==> src/rtl/seq_alu_if.sv <==
// Operand/result handshake bundle between the calculator front end and seq_alu.
interface seq_alu_if #(
   parameter int unsigned INBITS = 8
);
   logic              in_valid;
   logic              in_ready;
   logic [INBITS-1:0] in_A;
   logic [INBITS-1:0] in_B;
   logic [3:0]        Sel;
   logic              out_valid;
   logic              out_ready;
   logic [INBITS-1:0] Out;
   logic [INBITS-1:0] Out_hi;
   logic [4:0]        Flag;

   modport master (
      output in_valid, in_A, in_B, Sel, out_ready,
      input  in_ready, out_valid, Out, Out_hi, Flag
   );

   modport slave (
      input  in_valid, in_A, in_B, Sel, out_ready,
      output in_ready, out_valid, Out, Out_hi, Flag
   );
endinterface

==> src/rtl/seq_alu.sv <==
// Multi-cycle calculator ALU: single-cycle logic/arith/shift ops, iterative
// shift-add multiply and restoring divide, registered results and flags.
module seq_alu #(
   parameter int unsigned INBITS = 8
) (
   input logic      clk,
   input logic      rst_n,
   seq_alu_if.slave alu_io
);
   localparam int unsigned CntW = $clog2(INBITS);

   localparam logic [3:0] OpAdd  = 4'h0;
   localparam logic [3:0] OpSub  = 4'h1;
   localparam logic [3:0] OpMul  = 4'h2;
   localparam logic [3:0] OpDiv  = 4'h3;
   localparam logic [3:0] OpShl  = 4'h4;
   localparam logic [3:0] OpShr  = 4'h5;
   localparam logic [3:0] OpAnd  = 4'h6;
   localparam logic [3:0] OpOr   = 4'h7;
   localparam logic [3:0] OpXor  = 4'h8;
   localparam logic [3:0] OpXnor = 4'h9;
   localparam logic [3:0] OpNand = 4'hA;
   localparam logic [3:0] OpNor  = 4'hB;
   localparam logic [3:0] OpAdc  = 4'hC;
   localparam logic [3:0] OpSbb  = 4'hD;

   typedef enum logic [1:0] {StIdle, StMul, StDiv, StDone} state_e;

   state_e            state_q;
   logic [INBITS-1:0] a_q, b_q, out_q, out_hi_q;
   logic [4:0]        flag_q;
   logic              c_q, out_valid_q;
   logic [CntW-1:0]   cnt_q;

   logic              cin;
   logic [INBITS:0]   sum_w, diff_w, shl_w, shr_w;
   logic [INBITS-1:0] sc_out, sc_hi;
   logic [4:0]        sc_flag;
   logic              sc_c_d;

   always_comb begin
      cin     = ((alu_io.Sel == OpAdc) || (alu_io.Sel == OpSbb)) ? c_q : 1'b0;
      sum_w   = {1'b0, alu_io.in_A} + {1'b0, alu_io.in_B} + {{INBITS{1'b0}}, cin};
      diff_w  = {1'b0, alu_io.in_A} - {1'b0, alu_io.in_B} - {{INBITS{1'b0}}, cin};
      // Extra guard bit catches the last bit shifted out in either direction.
      shl_w   = {1'b0, alu_io.in_A} << alu_io.in_B;
      shr_w   = {alu_io.in_A, 1'b0} >> alu_io.in_B;
      sc_out  = '0;
      sc_hi   = '0;
      sc_flag = '0;
      sc_c_d  = c_q;
      case (alu_io.Sel)
         OpAdd, OpAdc: begin
            sc_out     = sum_w[INBITS-1:0];
            sc_flag[1] = sum_w[INBITS];
            sc_c_d     = sum_w[INBITS];
         end
         OpSub, OpSbb: begin
            sc_out     = diff_w[INBITS-1:0];
            sc_flag[3] = diff_w[INBITS];
            sc_c_d     = diff_w[INBITS];
         end
         OpDiv: begin
            // Only reached for a zero divisor; nonzero divisors iterate.
            sc_out     = '1;
            sc_hi      = alu_io.in_A;
            sc_flag[4] = 1'b1;
         end
         OpShl: begin
            sc_out     = shl_w[INBITS-1:0];
            sc_flag[1] = shl_w[INBITS];
         end
         OpShr: begin
            sc_out     = shr_w[INBITS:1];
            sc_flag[1] = shr_w[0];
         end
         OpAnd:   sc_out = alu_io.in_A & alu_io.in_B;
         OpOr:    sc_out = alu_io.in_A | alu_io.in_B;
         OpXor:   sc_out = alu_io.in_A ^ alu_io.in_B;
         OpXnor:  sc_out = ~(alu_io.in_A ^ alu_io.in_B);
         OpNand:  sc_out = ~(alu_io.in_A & alu_io.in_B);
         OpNor:   sc_out = ~(alu_io.in_A | alu_io.in_B);
         default: ;
      endcase
      if (alu_io.Sel <= OpSbb) begin
         sc_flag[0] = (sc_out == '0) && (sc_hi == '0);
      end
   end

   logic [INBITS:0]   mul_sum, rem_sh, trial;
   logic [INBITS-1:0] it_hi, it_lo;

   // Out_hi/Out double as the product or remainder/quotient work registers.
   always_comb begin
      mul_sum = {1'b0, out_hi_q} + (out_q[0] ? {1'b0, a_q} : {(INBITS + 1){1'b0}});
      rem_sh  = {out_hi_q, out_q[INBITS-1]};
      trial   = rem_sh - {1'b0, b_q};
      if (state_q == StMul) begin
         it_hi = mul_sum[INBITS:1];
         it_lo = {mul_sum[0], out_q[INBITS-1:1]};
      end else if (trial[INBITS]) begin
         it_hi = rem_sh[INBITS-1:0];
         it_lo = {out_q[INBITS-2:0], 1'b0};
      end else begin
         it_hi = trial[INBITS-1:0];
         it_lo = {out_q[INBITS-2:0], 1'b1};
      end
   end

   always_ff @(posedge clk or negedge rst_n) begin
      if (!rst_n) begin
         state_q     <= StIdle;
         a_q         <= '0;
         b_q         <= '0;
         out_q       <= '0;
         out_hi_q    <= '0;
         flag_q      <= '0;
         c_q         <= 1'b0;
         out_valid_q <= 1'b0;
         cnt_q       <= '0;
      end else begin
         unique case (state_q)
            StIdle: begin
               if (alu_io.in_valid) begin
                  a_q   <= alu_io.in_A;
                  b_q   <= alu_io.in_B;
                  cnt_q <= '0;
                  if (alu_io.Sel == OpMul) begin
                     out_hi_q <= '0;
                     out_q    <= alu_io.in_B;
                     state_q  <= StMul;
                  end else if ((alu_io.Sel == OpDiv) && (alu_io.in_B != '0)) begin
                     out_hi_q <= '0;
                     out_q    <= alu_io.in_A;
                     state_q  <= StDiv;
                  end else begin
                     out_q       <= sc_out;
                     out_hi_q    <= sc_hi;
                     flag_q      <= sc_flag;
                     c_q         <= sc_c_d;
                     out_valid_q <= 1'b1;
                     state_q     <= StDone;
                  end
               end
            end
            StMul, StDiv: begin
               out_hi_q <= it_hi;
               out_q    <= it_lo;
               cnt_q    <= cnt_q + 1'b1;
               if (cnt_q == CntW'(INBITS - 1)) begin
                  flag_q      <= {1'b0,
                                  (state_q == StDiv) && (a_q < b_q),
                                  (state_q == StMul) && (it_hi != '0),
                                  1'b0,
                                  (it_hi == '0) && (it_lo == '0)};
                  out_valid_q <= 1'b1;
                  state_q     <= StDone;
               end
            end
            StDone: begin
               if (alu_io.out_ready) begin
                  out_valid_q <= 1'b0;
                  state_q     <= StIdle;
               end
            end
            default: state_q <= StIdle;
         endcase
      end
   end

   assign alu_io.in_ready  = (state_q == StIdle);
   assign alu_io.out_valid = out_valid_q;
   assign alu_io.Out       = out_q;
   assign alu_io.Out_hi    = out_hi_q;
   assign alu_io.Flag      = flag_q;
endmodule

==> src/flat_wrapper.sv <==
// flat-port wrapper written by rule: the top's interface ports become plain ports
module seq_alu_flat 
#(
   parameter int unsigned INBITS = 8
)
  (clk, rst_n, alu_io_in_valid, alu_io_in_A, alu_io_in_B, alu_io_Sel, alu_io_out_ready, alu_io_in_ready, alu_io_out_valid, alu_io_Out, alu_io_Out_hi, alu_io_Flag);
  seq_alu_if #(.INBITS(INBITS)) alu_io_i ();
  input logic clk;
  input logic rst_n;
  input wire logic [$bits(alu_io_i.in_valid)-1:0] alu_io_in_valid;
  input wire logic [$bits(alu_io_i.in_A)-1:0] alu_io_in_A;
  input wire logic [$bits(alu_io_i.in_B)-1:0] alu_io_in_B;
  input wire logic [$bits(alu_io_i.Sel)-1:0] alu_io_Sel;
  input wire logic [$bits(alu_io_i.out_ready)-1:0] alu_io_out_ready;
  output wire logic [$bits(alu_io_i.in_ready)-1:0] alu_io_in_ready;
  output wire logic [$bits(alu_io_i.out_valid)-1:0] alu_io_out_valid;
  output wire logic [$bits(alu_io_i.Out)-1:0] alu_io_Out;
  output wire logic [$bits(alu_io_i.Out_hi)-1:0] alu_io_Out_hi;
  output wire logic [$bits(alu_io_i.Flag)-1:0] alu_io_Flag;
  assign alu_io_i.in_valid = alu_io_in_valid;
  assign alu_io_i.in_A = alu_io_in_A;
  assign alu_io_i.in_B = alu_io_in_B;
  assign alu_io_i.Sel = alu_io_Sel;
  assign alu_io_i.out_ready = alu_io_out_ready;
  assign alu_io_in_ready = alu_io_i.in_ready;
  assign alu_io_out_valid = alu_io_i.out_valid;
  assign alu_io_Out = alu_io_i.Out;
  assign alu_io_Out_hi = alu_io_i.Out_hi;
  assign alu_io_Flag = alu_io_i.Flag;
  seq_alu #(.INBITS(INBITS)) u_core (.clk(clk), .rst_n(rst_n), .alu_io(alu_io_i));
endmodule
==> config.mk <==
export PLATFORM = sky130hd
export DESIGN_NAME = seq_alu_flat
export DESIGN_NICKNAME = d
export VERILOG_FILES = /design/src/rtl/seq_alu_if.sv /design/src/rtl/seq_alu.sv /design/src/flat_wrapper.sv
export SDC_FILE = /design/constraint.sdc
export NUM_CORES = 1
export LEC_CHECK = 0
export BUFFER_PORTS_ARGS = -buffer_cell sky130_fd_sc_hd__buf_2
export CAP_MARGIN = 40
export CORE_UTILIZATION = 55
export DETAILED_ROUTE_END_ITERATION = 8
export GPL_TIMING_DRIVEN = 0
export PLACE_DENSITY_LB_ADDON = 0.08
export REMOVE_ABC_BUFFERS = 1
export SLEW_MARGIN = 20
export SYNTH_ARGS = -nofsm -noshare
export SYNTH_HDL_FRONTEND = slang
export SYNTH_SLANG_ARGS = --single-unit
==> constraint.sdc <==
create_clock -name clk -period 7.6 [get_ports clk]
set_input_delay 0.76 -clock clk [delete_from_list [all_inputs] [get_ports clk]]
set_output_delay 0.76 -clock clk [all_outputs]
set_load 0.005 [all_outputs]
==> summary.txt, run 1 <==
final net count: 820
most common cell after layout, fill and taps aside: o21ai_0
CTS tree: built
worst path bufs/invs: 4
critical path type: in -> reg
Place WS: 3.30 ns
fin util: 61.1%
IO Count: 47
clock slew at reported path FFs: 0.09 ns
Inserted Clock Buffers: 5
Tot GR Track Use: 35.0%
post-route antenna net violation count: 0
Pre-antenna DRT Iters: 5
Slew Viols, Final: 0
Critical-path top delay cell: or4_1
most frequent cells in the layout: o21ai_0 (76), nand2_1 (67), ha_1 (59), a21oi_1 (53), buf_2 (48)
Ys Warns: 0
synthesized cell area: 0.00560 mm^2
row cnt: 36
Cells after Synth: 720
Residual DRC: 0
switching share of total power: 51.6%
dpl hpwl: 13,400 um
max-cap viol count: 0
largest delay contributor family on the critical path: simple AND/OR/NAND/NOR gates
Clock Root Buffer: clkbuf_8
routability congestion estimate: 0.996
WL/cell: 20.8 um
Main synth FF type: dfrtp_1
chip width: 103 um
Period minus WS final: 4.04 ns
RSZ-0062 raised after global routing: false
leading area contributor after synthesis: dfrtp_1
Initial Utilization: 57.0%
Synth area leaders: dfrtp_1 (20%), ha_1 (13%), o21ai_0 (6.8%)
initial antenna violation count: 0
Layout area overhead: 7.08%
Vert. Die Dim: 103 um
Port Buffers: 46
worst r2r path cells: 11
worst path arrival time: 4.29 ns
Post-Syn Area per Cell: 7.78 um^2
switching pwr: 1.10 mW
top cell type's share of synthesized area: 19.7%
Crit. path cell count: 15
Finish-stage setup viols: 0
drt via density: 6.46
Cell Int Power: 1.03 mW
Async S/R FF share, synth: 100%
final hold vios: 0
fin crit share: 53.1%
H-Tree Depth: 2
iteration-0 DRC count of the detailed router: 385
worst path cell trace: buf_2, inv_1, nand4_1, inv_1, fa_1, inv_1, fa_1, nand2b_1, o211ai_1, a221o_1, nand4_1, or4_1, nor4_2, a32o_1, a31o_1
Ant. Diodes: 0
Worst Max-Slew Pin Slew: 0.789 ns
cts hold-fix bufs: 0
core box area: 0.00982 mm^2
Pleak: 2.68 nW
CP Launch Type: input pin
clk_skew: 0.00886 ns
clock tree buffer depth: 2
Tot Pwr: 2.13 mW
Worst slew margin: 47.2%
die outline area: 0.0106 mm^2
WP data required: 7.85 ns
worst skew pair latency: 0.31 ns
Fin Setup TNS: 0 ns
ratio of cells with drive above 1 in the final layout: 10.5%
clock share of power: 7.6%
vias in the first global route: 5,299
largest net degree at the start of global routing: 37
sequential area share after synthesis: 19.7%
postcts setup bufs: 0
Cell Pwr Density: 356 mW/mm^2
vias: 5,588
Flop pwr share: 21.0%
post-synth cell types: 70
Most common cell on crit path: inv_1
Worst setup EP type: flop
Max stage delay on crit path: 0.61 ns
run status: finished clean
first-pass GRT wire length: 28,100 um
Comb pwr share: 71.3%
Total Wirelength: 18,000 um
global route total overflow: 0
Crit Path Max Fanout: 23
HP Class: in -> async
Synth Register Bits: 44
Post-synth EDFFs: 0
worst vdd ir: 0.000230 V
post_cts resized: 0
Sink Count: 44
Fmax: 248 MHz
final worst setup slack: 3.56 ns
[final cells by class]
type                       instances  area (um^2)
sequential                        44         1100
clock buffer                       6         82.6
timing repair buffer              52          313
clock inverter                     2         13.8
multi-input combinational        583         4150
tap                              133          166
inverter                          45          169
fill                             959         3820
[synthesized netlist by cell type (7+ instances only)]
library cell and n:
a211oi_1 13, a21o_1 10, a21oi_1 53, a31oi_1 7
and2_1 11, clkbuf_1 40, dfrtp_1 44, ha_1 59
inv_1 45, mux2i_1 23, nand2_1 67, nand2b_1 9
nand3_1 9, nand4_1 9, nor2_1 38, nor2b_1 11
nor3_1 30, nor4_1 8, o21ai_0 76, xnor2_1 11
xor2_1 13
[per-stage QoR]
| step | instance area, um^2 | std cells | hold WS (ns) |
|---|---|---|---|
| 2_1_floorplan | 5410 | 672 | 0.450 |
| 3_3_place_gp | 5810 | 851 | 0.451 |
| 3_5_place_dp | 5900 | 857 | 0.463 |
| 4_1_cts | 6000 | 865 | 0.457 |
| 5_1_grt | 6000 | 865 | 0.493 |
| 6_report | 6000 | 865 | 0.443 |
[registers in the layout, indices dropped and copies added, names as in the netlist]
name                     count
u_core.a_q                   8
u_core.alu_io.Flag           5
u_core.alu_io.Out            8
u_core.alu_io.Out_hi         8
u_core.alu_io.out_valid      1
u_core.b_q                   8
u_core.c_q                   1
u_core.cnt_q                 3
u_core.state_q               2
[layer usage]
metal | vias up | share of wire [%] | GRT usage (%)
met5 | - | 0 | 0
met4 | 0 | 3.0 | 13.0
met3 | 37 | 6.2 | 2.78
met2 | 265 | 48 | 61.1
met1 | 2611 | 42 | 45.0
li1 | 2675 | - | -
[logic make-up (layout without fill, tap and decap cells)]
family	Yosys count	after routing	synth area share, %
AO/OA/AOI/OAI	240	240	28.1
AND/OR/NAND/NOR	224	224	20.3
buffers and inverters	93	105	6.41
adder cells (fa/ha/maj)	65	65	15.3
flip-flops	44	44	19.7
multiplexers	30	30	6.52
XOR/XNOR	24	24	3.75
[worst reg2reg max path, stage by stage, from the launching register on]
cell and delay, ns:
dfrtp_1 0.41, inv_1 0.11, ha_1 0.24, fa_1 0.44
nor2b_1 0.17, o2111ai_1 0.23, and3_1 0.30, o21ai_0 0.53
nand2_1 0.16, o311ai_0 0.55, nor4b_1 0.15, a31o_1 0.21
[final timing paths]
kind	slack (ns)	endpoint	startpoint
setup / recovery	3.56	u_core.alu_io.Flag[0]	alu_io_Sel[1]
hold / removal	0.44	u_core.alu_io.Out_hi[0]	rst_n
setup reg to reg	4.00	u_core.alu_io.Flag[0]	u_core.alu_io.Out[7]
hold reg to reg	0.49	u_core.alu_io.Flag[1]	u_core.alu_io.Flag[1]
max in group asynchronous	6.65	u_core.cnt_q[2]	rst_n
min in group clk	0.49	u_core.alu_io.Flag[1]	u_core.alu_io.Flag[1]
[power by group through the flow]
stage                     Combinational [mW]  Clock (mW)  Sequential, mW
after detailed placement                1.49           0           0.452
after CTS                               1.50       0.165           0.447
after global placement                  1.42           0           0.445
final                                   1.52       0.163           0.449
after global routing                    1.70       0.175           0.464
after floorplan                         1.05           0           0.426
Power figures use the tool's default switching activity.
==> run 2: changes to the inputs <==
ABC_AREA = 1   (was not set)
clock period = 3.7 ns   (was 7.6 ns; I/O delays follow)
==> summary.txt, run 2 <==
run status: finished clean
worst path cell trace: inv_1, ha_1, inv_1, nand2_1, nand2_1, inv_1, o21ai_0, o22ai_1
vias: 6,358
iteration-0 DRC count of the detailed router: 557
Post-synth EDFFs: 0
final hold vios: 0
Worst setup EP type: flop
sequential area share after synthesis: 19.2%
Worst Max-Slew Pin Slew: 0.802 ns
Async S/R FF share, synth: 100%
Worst R2R Start: u_core.state_q[0]
top cell type's share of synthesized area: 19.2%
Post-DP Area: 0.00605 mm^2
Crit Path Max Fanout: 23
die outline area: 0.0108 mm^2
drt via density: 5.70
clk_skew: 0.00957 ns
CP Launch Type: flop
Period minus WS final: 3.42 ns
critical path type: reg -> reg
Pleak: 3.46 nW
Synth Register Bits: 44
Place WS: 0.231 ns
Hold Startpoint: alu_io_in_B[7]
WP data required: 3.92 ns
Slew Viols, Final: 0
Pre-antenna DRT Iters: 6
Inserted Clock Buffers: 5
first-pass GRT wire length: 29,200 um
clock tree buffer depth: 2
synthesized cell area: 0.00574 mm^2
chip width: 104 um
Max stage delay on crit path: 0.81 ns
WL/cell: 16.4 um
Total Wirelength: 18,200 um
Worst slew margin: 46.3%
final net count: 1,070
crit path launch: u_core.state_q[0]
Ant. Diodes: 0
IO Count: 47
Fin Setup TNS: 0 ns
worst vdd ir: 0.000429 V
post-synth cell types: 46
Ys Warns: 0
Residual DRC: 0
Main synth FF type: dfrtp_1
routability congestion estimate: 0.991
row cnt: 36
dpl hpwl: 14,400 um
RSZ-0062 raised after global routing: false
Fmax: 293 MHz
Initial Utilization: 57.6%
HP Class: in -> reg
Most common cell on crit path: inv_1
leading area contributor after synthesis: dfrtp_1
largest delay contributor family on the critical path: buffers and inverters
worst path bufs/invs: 3
ratio of cells with drive above 1 in the final layout: 7.74%
Cells after Synth: 949
cell area after layout: 0.00616 mm^2
most common cell in the synthesized netlist: nand2_1
Post-Syn Area per Cell: 6.04 um^2
most frequent cells in the layout: nand2_1 (292), inv_1 (135), nand3_1 (92), nor2_1 (78), o21ai_0 (71)
max-cap viol count: 0
H-Tree Depth: 2
Sink Count: 44
Synth area leaders: dfrtp_1 (19%), nand2_1 (19%), ha_1 (13%)
Tot GR Track Use: 34.1%
post_cts resized: 0
Layout area overhead: 7.35%
core box area: 0.00995 mm^2
largest net degree at the start of global routing: 33
global route total overflow: 0
worst skew pair latency: 0.30 ns
Critical-path top delay cell: ha_1
Vert. Die Dim: 104 um
Post-synth top cells: nand2_1 (292), inv_1 (135), nand3_1 (92)
vias in the first global route: 5,873
worst path arrival time: 3.64 ns
post-route antenna net violation count: 0
initial antenna violation count: 0
clock slew at reported path FFs: 0.09 ns
most common cell after layout, fill and taps aside: nand2_1
Port Buffers: 46
hold_ws: 0.431 ns
Clock Root Buffer: clkbuf_8
final worst setup slack: 0.284 ns
Finish-stage setup viols: 0
fin crit share: 92.3%
CTS tree: built
Cell Pwr Density: 738 mW/mm^2
## run 2: changes by cell type after synthesis, sizes merged, moves of 10 or more
cell    previous run  this run
inv               45       142
clkbuf            40        13
nor2b             11         0
a211oi            13         3
and2              11         1
nor3              30         5
a21oi             53        35
nand4              9        27
nand3              9        92
nor2              38        85
nand2             67       294
mux2i             23         1
## run 2: area by class of cell
class                      count  area, um^2
fill                        1049        3800
sequential                    44        1100
clock buffer                   6        82.6
inverter                     143         537
multi-input combinational    738        3990
tap                          133         166
clock inverter                 2        10.0
timing repair buffer          49         275
## run 2: metrics by stage
step | power, mW | std cells | utilization, %
3_3_place_gp | 4.13 | 1104 | 60.5
3_5_place_dp | 4.18 | 1106 | 60.8
4_1_cts | 4.50 | 1115 | 61.9
2_1_floorplan | 3.26 | 925 | -
6_report | 4.55 | 1115 | 61.9
5_1_grt | 5.02 | 1115 | 61.9
## run 2: worst min-delay path, cell delays in order
cell     delay (ns)
buf_2          0.14
inv_1          0.09
o21ai_0        0.08
## run 2: repair_timing
| item | 4_1_cts | 5_1_grt |
|---|---|---|
| endpoints found under the setup margin | 0 | 0 |
| hold buffers | 1 | 0 |
| hold endpoints to repair | 12 | 0 |
| setup buffers | 0 | 0 |
## run 2: final timing paths
check                      depth (start not counted)  slack [ns]              endpoint
max                                                8        0.28  u_core.alu_io.Out[2]
min in group asynchronous                          2        0.50         u_core.a_q[3]
min reg2reg                                        2        0.48       u_core.cnt_q[2]
max in group asynchronous                          3        2.72       u_core.cnt_q[1]
max reg2reg                                        8        0.28  u_core.alu_io.Out[2]
min                                                3        0.43         u_core.b_q[7]
## run 2: cell families (layout without fill, tap and decap cells)
logic type | after synthesis | after routing | share of synthesized area [%]
buf+inv | 167 | 200 | 11.3
flops | 44 | 44 | 19.2
compound gates | 150 | 150 | 15.1
xor+xnor | 9 | 9 | 1.37
mux | 1 | 1 | 0.175
fa+ha+maj | 65 | 65 | 15.0
simple gates | 513 | 513 | 37.9
## run 2: metal layers
metal  vias up  global-route usage, %  wire length [um]
li1       3160                      -                 -
met1      2874                   43.5              7770
met2       258                   56.9              8280
met3        66                   3.45              1220
met4         0                   17.8               965
met5         -                      0                 0
## run 2: power by group
part	switching [mW]	internal [mW]	total, mW
clock network	0.163	0.149	0.312
logic	2.13	1.16	3.29
registers	0.229	0.714	0.943
total	2.52	2.03	4.55
==> run 3: changes to the inputs <==
ABC_AREA = not set   (was 1)
==> summary.txt, run 3 (same netlist as run 1, synthesis figures left out) <==
most common cell after layout, fill and taps aside: o21ai_0
most frequent cells in the layout: o21ai_0 (75), nand2_1 (67), ha_1 (59), a21oi_1 (53), buf_2 (47)
dpl hpwl: 13,400 um
Worst setup EP type: flop
placed cells: 857
hold_ws: 0.0542 ns
routability congestion estimate: 0.996
worst vdd ir: 0.000472 V
drt via density: 6.49
fin crit share: 94.2%
first-pass GRT wire length: 28,100 um
vias in the first global route: 5,299
Worst slew margin: 46.5%
Port Buffers: 46
critical path type: in -> reg
Initial Utilization: 57.0%
vias: 5,627
clock slew at reported path FFs: 0.09 ns
chip width: 103 um
core box area: 0.00982 mm^2
RSZ-0062 raised after global routing: false
WL/cell: 20.9 um
H-Tree Depth: 2
Period minus WS final: 3.48 ns
Post-Layout Cell Count: 867
GR Util met3: 2.78%
Cell Pwr Density: 729 mW/mm^2
CTS tree: built
CP Launch Type: input pin
Ant. Diodes: 0
switching pwr: 2.27 mW
Pre-antenna DRT Iters: 5
Sink Count: 44
WP data required: 3.90 ns
Worst Max-Slew Pin Slew: 0.799 ns
Clock Root Buffer: clkbuf_8
clock tree buffer depth: 2
Pleak: 2.69 nW
Comb pwr share: 71.4%
row cnt: 36
Finish-stage setup viols: 0
fillers: 957
Inserted Clock Buffers: 5
worst path arrival time: 3.69 ns
die outline area: 0.0106 mm^2
Residual DRC: 0
post-route antenna net violation count: 0
Cell Int Power: 2.12 mW
global route total overflow: 0
HP Class: in -> async
max-cap viol count: 0
Tot GR Track Use: 35.0%
iteration-0 DRC count of the detailed router: 367
run status: finished clean
M2 GR Usage: 61.1%
Place WS: -0.210 ns
Crit Path Max Fanout: 23
Total Wirelength: 18,100 um
largest net degree at the start of global routing: 37
Fin Setup TNS: 0 ns
ratio of cells with drive above 1 in the final layout: 10.9%
clock share of power: 7.6%
IO Count: 47
clk_skew: 0.00856 ns
switching share of total power: 51.6%
worst skew pair latency: 0.31 ns
final hold vios: 0
final worst setup slack: 0.215 ns
Vert. Die Dim: 103 um
Flop pwr share: 21.0%
GR met1 Demand/Resource: 45.0%
Slew Viols, Final: 0
final net count: 822
grt peak-use layer: met2
initial antenna violation count: 0
Fmax: 287 MHz
Layout area overhead: 7.46%
==> run 3: cell count changes in the layout (fill, tap and decap cells not counted), sizes merged, moves of 22 or more <==
cell	change
inv	-97
mux2i	+22
nand2	-227
nand3	-83
nor2	-47
nor3	+25
==> run 3: per-stage QoR <==
stage               cell area [um^2]  util [%]  total power [mW]
global route                    6020      61.3              4.80
floorplan                       5410         -              3.04
detailed placement              5900      60.1              3.99
global placement                5810      59.1              3.84
finish                          6020      61.3              4.39
CTS                             6000      61.1              4.34
==> run 3: per-layer routing <==
layer | share of wire, % | up-vias
met5 | 0 | -
met4 | 3.1 | 0
met3 | 6.8 | 38
met2 | 48 | 262
met1 | 42 | 2653
li1 | - | 2674
==> run 3: area by class of cell <==
cell class / count / area [um^2] / area share [%]
clock inverters: 2 / 13.8 / 0.229
well taps: 133 / 166 / 2.76
flip-flops and latches: 44 / 1100 / 18.3
clock buffers: 6 / 82.6 / 1.37
repair buffers: 54 / 330 / 5.49
inverters: 45 / 173 / 2.87
multi-input cells: 583 / 4150 / 69.0
==> run 3: worst paths after layout <==
check / from / to / cells after the start / slack (ns)
max in group asynchronous: rst_n / u_core.alu_io.Out[5] / 2 / 3.14
worst max register to register: u_core.alu_io.Out[7] / u_core.alu_io.Flag[0] / 11 / 0.29
min in group clk: alu_io_in_B[6] / u_core.b_q[6] / 3 / 0.41
worst max-delay path: alu_io_Sel[1] / u_core.alu_io.Out[7] / 15 / 0.22
worst min register to register: u_core.b_q[5] / u_core.b_q[5] / 2 / 0.49
worst min-delay path: rst_n / u_core.alu_io.Out_hi[0] / 1 / 0.05
==> run 3: worst max-delay path: stages <==
cell,delay [ns]
buf_2,0.39
clkinvlp_4,0.21
nand4_1,0.14
inv_1,0.07
fa_1,0.53
inv_1,0.06
ha_1,0.17
o21ai_0,0.29
a211oi_1,0.19
a21o_1,0.22
a21oi_1,0.19
xnor2_1,0.10
a221oi_1,0.37
o21ai_0,0.18
a22o_1,0.20
==> run 3: power groups by stage <==
| stage | Sequential (mW) | Clock, mW | Combinational, mW |
|---|---|---|---|
| floorplan | 0.874 | 0 | 2.16 |
| global placement | 0.914 | 0 | 2.93 |
| detailed placement | 0.928 | 0 | 3.06 |
| CTS | 0.918 | 0.339 | 3.08 |
| global route | 0.953 | 0.359 | 3.49 |
| finish | 0.923 | 0.333 | 3.13 |
==> run 3: repair_timing <==
action	CTS	global route
gates resized for setup	0	3
setup buffers	0	2
hold endpoints to repair	0	0
setup endpoints to repair	0	5
hold buffers	0	0
